==> src/rtl/barret_pkg.sv <==
// Purpose: shared constants, pipeline-stage type and helper for the 1361 Barrett reducer.
// Latency: n/a (package only).
// Backpressure: n/a (package only).
package barret_pkg;

    localparam int MOD_Q    = 1361;
    localparam int MU       = 3081;                // floor(2^22 / 1361)
    localparam int SHIFT_K  = 11;
    localparam int DIN_W    = 21;
    localparam int DOUT_W   = 11;
    localparam int ID_MAX_W = 4;                   // enough for up to 16 requesters
    localparam int QV_W     = DIN_W - SHIFT_K;     // 10-bit coarse quotient input
    localparam int QH_W     = 22;                  // full qv*MU product, never truncated

    // One pipeline stage: valid bit, payload and issuing requester.
    typedef struct packed {
        logic                valid;
        logic [DIN_W-1:0]    data;
        logic [ID_MAX_W-1:0] id;
    } stage_t;

    // One conditional subtraction of the modulus.
    function automatic logic [DIN_W-1:0] cond_sub(input logic [DIN_W-1:0] r);
        return (r >= DIN_W'(MOD_Q)) ? (r - DIN_W'(MOD_Q)) : r;
    endfunction

endpackage

==> src/rtl/barret_pipe_1361.sv <==
// Purpose: 3-stage pipelined Barrett reduction of a 21-bit operand modulo 1361.
// Latency: 3 cycles from in_valid capture to out_valid; 1 result per cycle.
// Backpressure: global stall - every stage holds while adv=0, bubbles are kept.
//
// Ports:
//   clk, rst            clock, asynchronous active-high reset
//   adv                 advance enable for all stages
//   in_valid/data/id    operand entering S1 (captured when adv=1)
//   out_valid/data/id   S3 result: residue 0..1360 and issuing requester index
module barret_pipe_1361
    import barret_pkg::*;
(
    input  logic                clk,
    input  logic                rst,
    input  logic                adv,
    input  logic                in_valid,
    input  logic [DIN_W-1:0]    in_data,
    input  logic [ID_MAX_W-1:0] in_id,
    output logic                out_valid,
    output logic [DOUT_W-1:0]   out_data,
    output logic [ID_MAX_W-1:0] out_id
);

    stage_t s1;
    stage_t s2;
    stage_t s3;
    logic [DOUT_W-1:0] s2_t;       // quotient estimate carried alongside S2

    // S1 -> S2: quotient estimate t = ((a >> 11) * 3081) >> 11
    logic [QV_W-1:0]   qv;
    logic [QH_W-1:0]   qh;
    logic [DOUT_W-1:0] t_nxt;

    // S2 -> S3: r = a - t*1361, then at most two corrections
    logic [DIN_W-1:0] tq;
    logic [DIN_W-1:0] r0;
    logic [DIN_W-1:0] r1;
    logic [DIN_W-1:0] r2;

    always_comb begin
        qv    = QV_W'(s1.data >> SHIFT_K);
        qh    = QH_W'(qv) * QH_W'(MU);
        t_nxt = DOUT_W'(qh >> SHIFT_K);
    end

    // t never exceeds floor(a/1361), so r0 cannot underflow, and the
    // estimate error is below 3*1361, so two corrections always suffice.
    always_comb begin
        tq = DIN_W'(s2_t) * DIN_W'(MOD_Q);
        r0 = s2.data - tq;
        r1 = cond_sub(r0);
        r2 = cond_sub(r1);
    end

    always_ff @(posedge clk or posedge rst) begin
        if (rst) begin
            s1   <= '0;
            s2   <= '0;
            s3   <= '0;
            s2_t <= '0;
        end else if (adv) begin
            s1   <= '{valid: in_valid, data: in_data, id: in_id};
            s2   <= '{valid: s1.valid, data: s1.data, id: s1.id};
            s2_t <= t_nxt;
            s3   <= '{valid: s2.valid, data: r2, id: s2.id};
        end
    end

    assign out_valid = s3.valid;
    assign out_data  = s3.data[DOUT_W-1:0];
    assign out_id    = s3.id;

    // Residue fits in DOUT_W bits; the upper payload bits of S3 are always zero.
    logic unused_s3_hi;
    assign unused_s3_hi = ^s3.data[DIN_W-1:DOUT_W];

endmodule

==> src/rtl/barret_arb_1361.sv <==
// Purpose: round-robin arbiter sharing one pipelined mod-1361 Barrett reducer among NUM_REQ requesters.
// Latency: 3 cycles from request handshake to rsp_valid; full throughput of 1 result/cycle.
// Backpressure: rsp_valid && !rsp_ready stalls the whole pipe and drops every req_ready.
//
// Ports:
//   clk, rst                  clock, asynchronous active-high reset
//   req_valid/ready/data      per-requester operand channels; req i uses req_data[21*i +: 21]
//   rsp_valid/ready/data/id   single result channel: residue 0..1360 and issuing requester
//   stat_ops, stat_stall      saturating counters, present only with BARRET_ARB_STATS_EN defined
module barret_arb_1361
    import barret_pkg::*;
#(
    parameter int NUM_REQ = 4,
    parameter int ID_W    = 2
) (
    input  logic                     clk,
    input  logic                     rst,
    input  logic [NUM_REQ-1:0]       req_valid,
    output logic [NUM_REQ-1:0]       req_ready,
    input  logic [NUM_REQ*DIN_W-1:0] req_data,
    output logic                     rsp_valid,
    input  logic                     rsp_ready,
    output logic [DOUT_W-1:0]        rsp_data,
`ifdef BARRET_ARB_STATS_EN
    output logic [31:0]              stat_ops,
    output logic [31:0]              stat_stall,
`endif
    output logic [ID_W-1:0]          rsp_id
);

    logic [ID_W-1:0]     ptr;
    logic [ID_W-1:0]     grant;
    logic [ID_W-1:0]     cand;
    logic                found;
    logic                adv;
    logic                accept_ok;
    logic                hs;
    logic                pipe_valid;
    logic [DOUT_W-1:0]   pipe_data;
    logic [ID_MAX_W-1:0] pipe_id;

    // Global stall: only a held result at the output blocks progress.
    assign adv       = !(pipe_valid && !rsp_ready);
    // No grants while reset is asserted, so req_ready reads 0 during reset.
    assign accept_ok = adv && !rst;

    // First valid requester searching upward from ptr with wrap.
    always_comb begin
        grant = '0;
        cand  = '0;
        found = 1'b0;
        for (int j = 0; j < NUM_REQ; j++) begin
            cand = ID_W'((int'(ptr) + j) % NUM_REQ);
            if (!found && req_valid[cand]) begin
                found = 1'b1;
                grant = cand;
            end
        end
    end

    assign hs        = found && accept_ok;
    assign req_ready = hs ? (NUM_REQ'(1) << grant) : '0;

    always_ff @(posedge clk or posedge rst) begin
        if (rst) begin
            ptr <= '0;
        end else if (hs) begin
            ptr <= (int'(grant) == NUM_REQ - 1) ? '0 : grant + 1'b1;
        end
    end

    // A bubble is inserted whenever nothing is granted, so in_valid is hs.
    barret_pipe_1361 u_pipe (
        .clk       (clk),
        .rst       (rst),
        .adv       (adv),
        .in_valid  (hs),
        .in_data   (req_data[int'(grant)*DIN_W +: DIN_W]),
        .in_id     (ID_MAX_W'(grant)),
        .out_valid (pipe_valid),
        .out_data  (pipe_data),
        .out_id    (pipe_id)
    );

    assign rsp_valid = pipe_valid;
    assign rsp_data  = pipe_data;
    assign rsp_id    = pipe_id[ID_W-1:0];

    // The carried id is sized for the largest configuration.
    logic unused_id;
    assign unused_id = ^pipe_id;

`ifdef BARRET_ARB_STATS_EN
    always_ff @(posedge clk or posedge rst) begin
        if (rst) begin
            stat_ops   <= '0;
            stat_stall <= '0;
        end else begin
            if (pipe_valid && rsp_ready && (stat_ops != '1)) begin
                stat_ops <= stat_ops + 1'b1;
            end
            if (pipe_valid && !rsp_ready && (stat_stall != '1)) begin
                stat_stall <= stat_stall + 1'b1;
            end
        end
    end
`endif

endmodule
==> config.mk <==
export PLATFORM = sky130hd
export DESIGN_NAME = barret_arb_1361
export DESIGN_NICKNAME = d
export VERILOG_FILES = /design/src/rtl/barret_pkg.sv /design/src/rtl/barret_pipe_1361.sv /design/src/rtl/barret_arb_1361.sv
export SDC_FILE = /design/constraint.sdc
export NUM_CORES = 1
export LEC_CHECK = 0
export ABC_AREA = 1
export BUFFER_PORTS_ARGS = -buffer_cell sky130_fd_sc_hd__buf_2
export CORE_MARGIN = 2
export CORE_UTILIZATION = 50
export DETAILED_ROUTE_END_ITERATION = 16
export PLACE_DENSITY = 0.68
export SLEW_MARGIN = 10
export SYNTH_ARGS = -nofsm -noshare
export SYNTH_HDL_FRONTEND = slang
export SYNTH_HIERARCHICAL = 1
export SYNTH_SLANG_ARGS = --single-unit
==> constraint.sdc <==
create_clock -name clk -period 14.51 [get_ports clk]
set_input_delay 1.451 -clock clk [delete_from_list [all_inputs] [get_ports clk]]
set_output_delay 1.451 -clock clk [all_outputs]
set_load 0.01 [all_outputs]
==> flow_summary.ini <==
[global_routing]
grt_max_degree = 100
grtUsageTotal = 0.231
grt_pass1_wl_um = 41600
grt_pass1_vias = 8894
antenna_found_initial = 0
globalRouteOverflowTotal = 0

[timing]
fin_crit_sh = 0.466
relSlewSlack = 0.396
whs_ns = 0.470
finalSetupTns_ns = 0
finalSetupViolCount = 0
fmax_ghz = 0.148
layout_min_cycle_time_ns = 6.76
hold_violations = 0
skew_ns = 0.00652
worst_pin_slew_ns = 0.906
rsz0062_at_grt = false
drv_slew = 0

[route]
wirelength_um = 24500
via_count = 9487
drtIter0Drc = 527
drc_errors = 0
dr.pass1.iters = 5
via_per_inst = 4.94
antenna_left = 0
routedWlPerCell_um = 12.7

[floorplan]
start_util = 0.509
row_count = 52
ios = 109
die_h_um = 148
coreArea_um2 = 20200
die-area_um2 = 21800
die_x_um = 148

[hold_path]
min_path_type = flip-flop to flip-flop
min_from = u_pipe/s1[9]
hold_depth = 2
min_to = u_pipe/s1[9]

[setup_path]
path_class = flip-flop to flip-flop
r2r_setup_slack_ns = 7.75
startpoint_type = flip-flop
required_ns = 14.74
crit_family = adder cells
critPathMaxStageDelay_ns = 0.55
r2r_start = u_pipe/s2_t[1]
cp_common_cell = nand2_1
worst_setup_path_end_kind = flip-flop
critPathBufInv = 4
regToRegEndpoint = u_pipe/out_data[5]
crit_arrival_ns = 6.99
critPathSlowestCell = fa_1
critPathMaxFanout = 28
reg2reg_depth = 32

[clock_network]
htree_levels = 3
cts.sinks = 75
postCtsHoldBufs = 0
root_buffer = clkbuf_16
insertion_delay_ns = 0.34
cts_buffers = 9
post_cts_resized = 0
path_clk_slew_ns = 0.06
cts_tree = yes
post-cts-setup-buffers = 0
clockBufferDepth = 2

[place]
numPortBuffers = 108
gp_congestion = 0.919
post-dp-hpwl_um = 20100
place_area_um2 = 11000

[final_layout]
nNetsFinal = 1910
antenna_cells = 0
drive_above_1_share = 0.146
areaGrowthSynthToFinish_pct = 9.04
fillers = 2052
final_area_um2 = 11200

[synth]
synthesis.instances = 1562
syn_area_per_cell_um2 = 6.59
syn-cell-area_um2 = 10300
yosysWarningCount = 6
syn_nets = 1828

[flow_run]
cap_violations = 0

[run_status]
status = complete, no violations
state kept, by name (all words and copies together) (netlist names):
signal and cells:
u_pipe/out_valid 1, u_pipe/s1 14, u_pipe/out_data 11, u_pipe/s2_t 11, u_pipe/qv 10, u_pipe/s2 24
u_pipe/out_id 2, ptr 2
worst register-to-register path, delay by kind of cell, from the launching register on:
family | cells | cell delay [ns]
buffers and inverters | 4 | 0.28
AOI/OAI and AO/OA | 2 | 0.41
DFF | 1 | 0.47
adders and majority gates | 6 | 2.84
and+or+nand+nor | 20 | 2.67
how the worst max path moves through the flow:
stage | depth (start not counted) | slack, ns | endpoint | start
floorplan | 32 | 8.68 | u_pipe/out_data[4] | u_pipe/s2_t[1]
global route | 34 | 7.28 | u_pipe/out_data[4] | u_pipe/s2_t[1]
finish | 32 | 7.75 | u_pipe/out_data[5] | u_pipe/s2_t[1]
CTS | 34 | 7.76 | u_pipe/out_data[5] | u_pipe/s2_t[1]
global placement | 32 | 7.91 | u_pipe/out_data[1] | u_pipe/s2_t[1]
detailed placement | 34 | 7.78 | u_pipe/out_data[5] | u_pipe/s2_t[1]
routing by layer:
metal	share of wire	global-route usage
met1	0.49	0.321
met2	0.46	0.389
met3	0.040	0.0219
met4	0.017	0.0587
met5	0	0
stage by stage:
step	utilization	setup slack [ns]	instances
floorplan	-	8.68	1562
global placement	0.542	7.91	1903
finish	0.555	7.75	1919
detailed placement	0.542	7.78	1903
global route	0.555	7.28	1919
CTS	0.555	7.76	1919
final cells by class:
cell class / count / area (um^2) / area share
Clock buffer: 10 / 229 / 0.0204
Clock inverter: 6 / 42.5 / 0.00379
Inverter: 240 / 901 / 0.0802
Multi-Input combinational cell: 1206 / 7270 / 0.648
Sequential cell: 75 / 1880 / 0.167
Tap cell: 270 / 338 / 0.0301
Timing Repair Buffer: 112 / 571 / 0.0508
cells in the final DEF, fill, tap and decap left out, types with 18 or more instances in the layout:
cell type,n
xor2_1,18
a21oi_1,30
ha_1,143
nor2_1,72
fa_1,32
inv_1,227
nand3_1,126
nand4_1,20
nand2_2,35
o21ai_0,46
buf_2,108
dfrtp_1,75
nand2_1,581
Power is not shown: default switching activity piles up to over one toggle a cycle in this logic, so the estimate is an artifact.
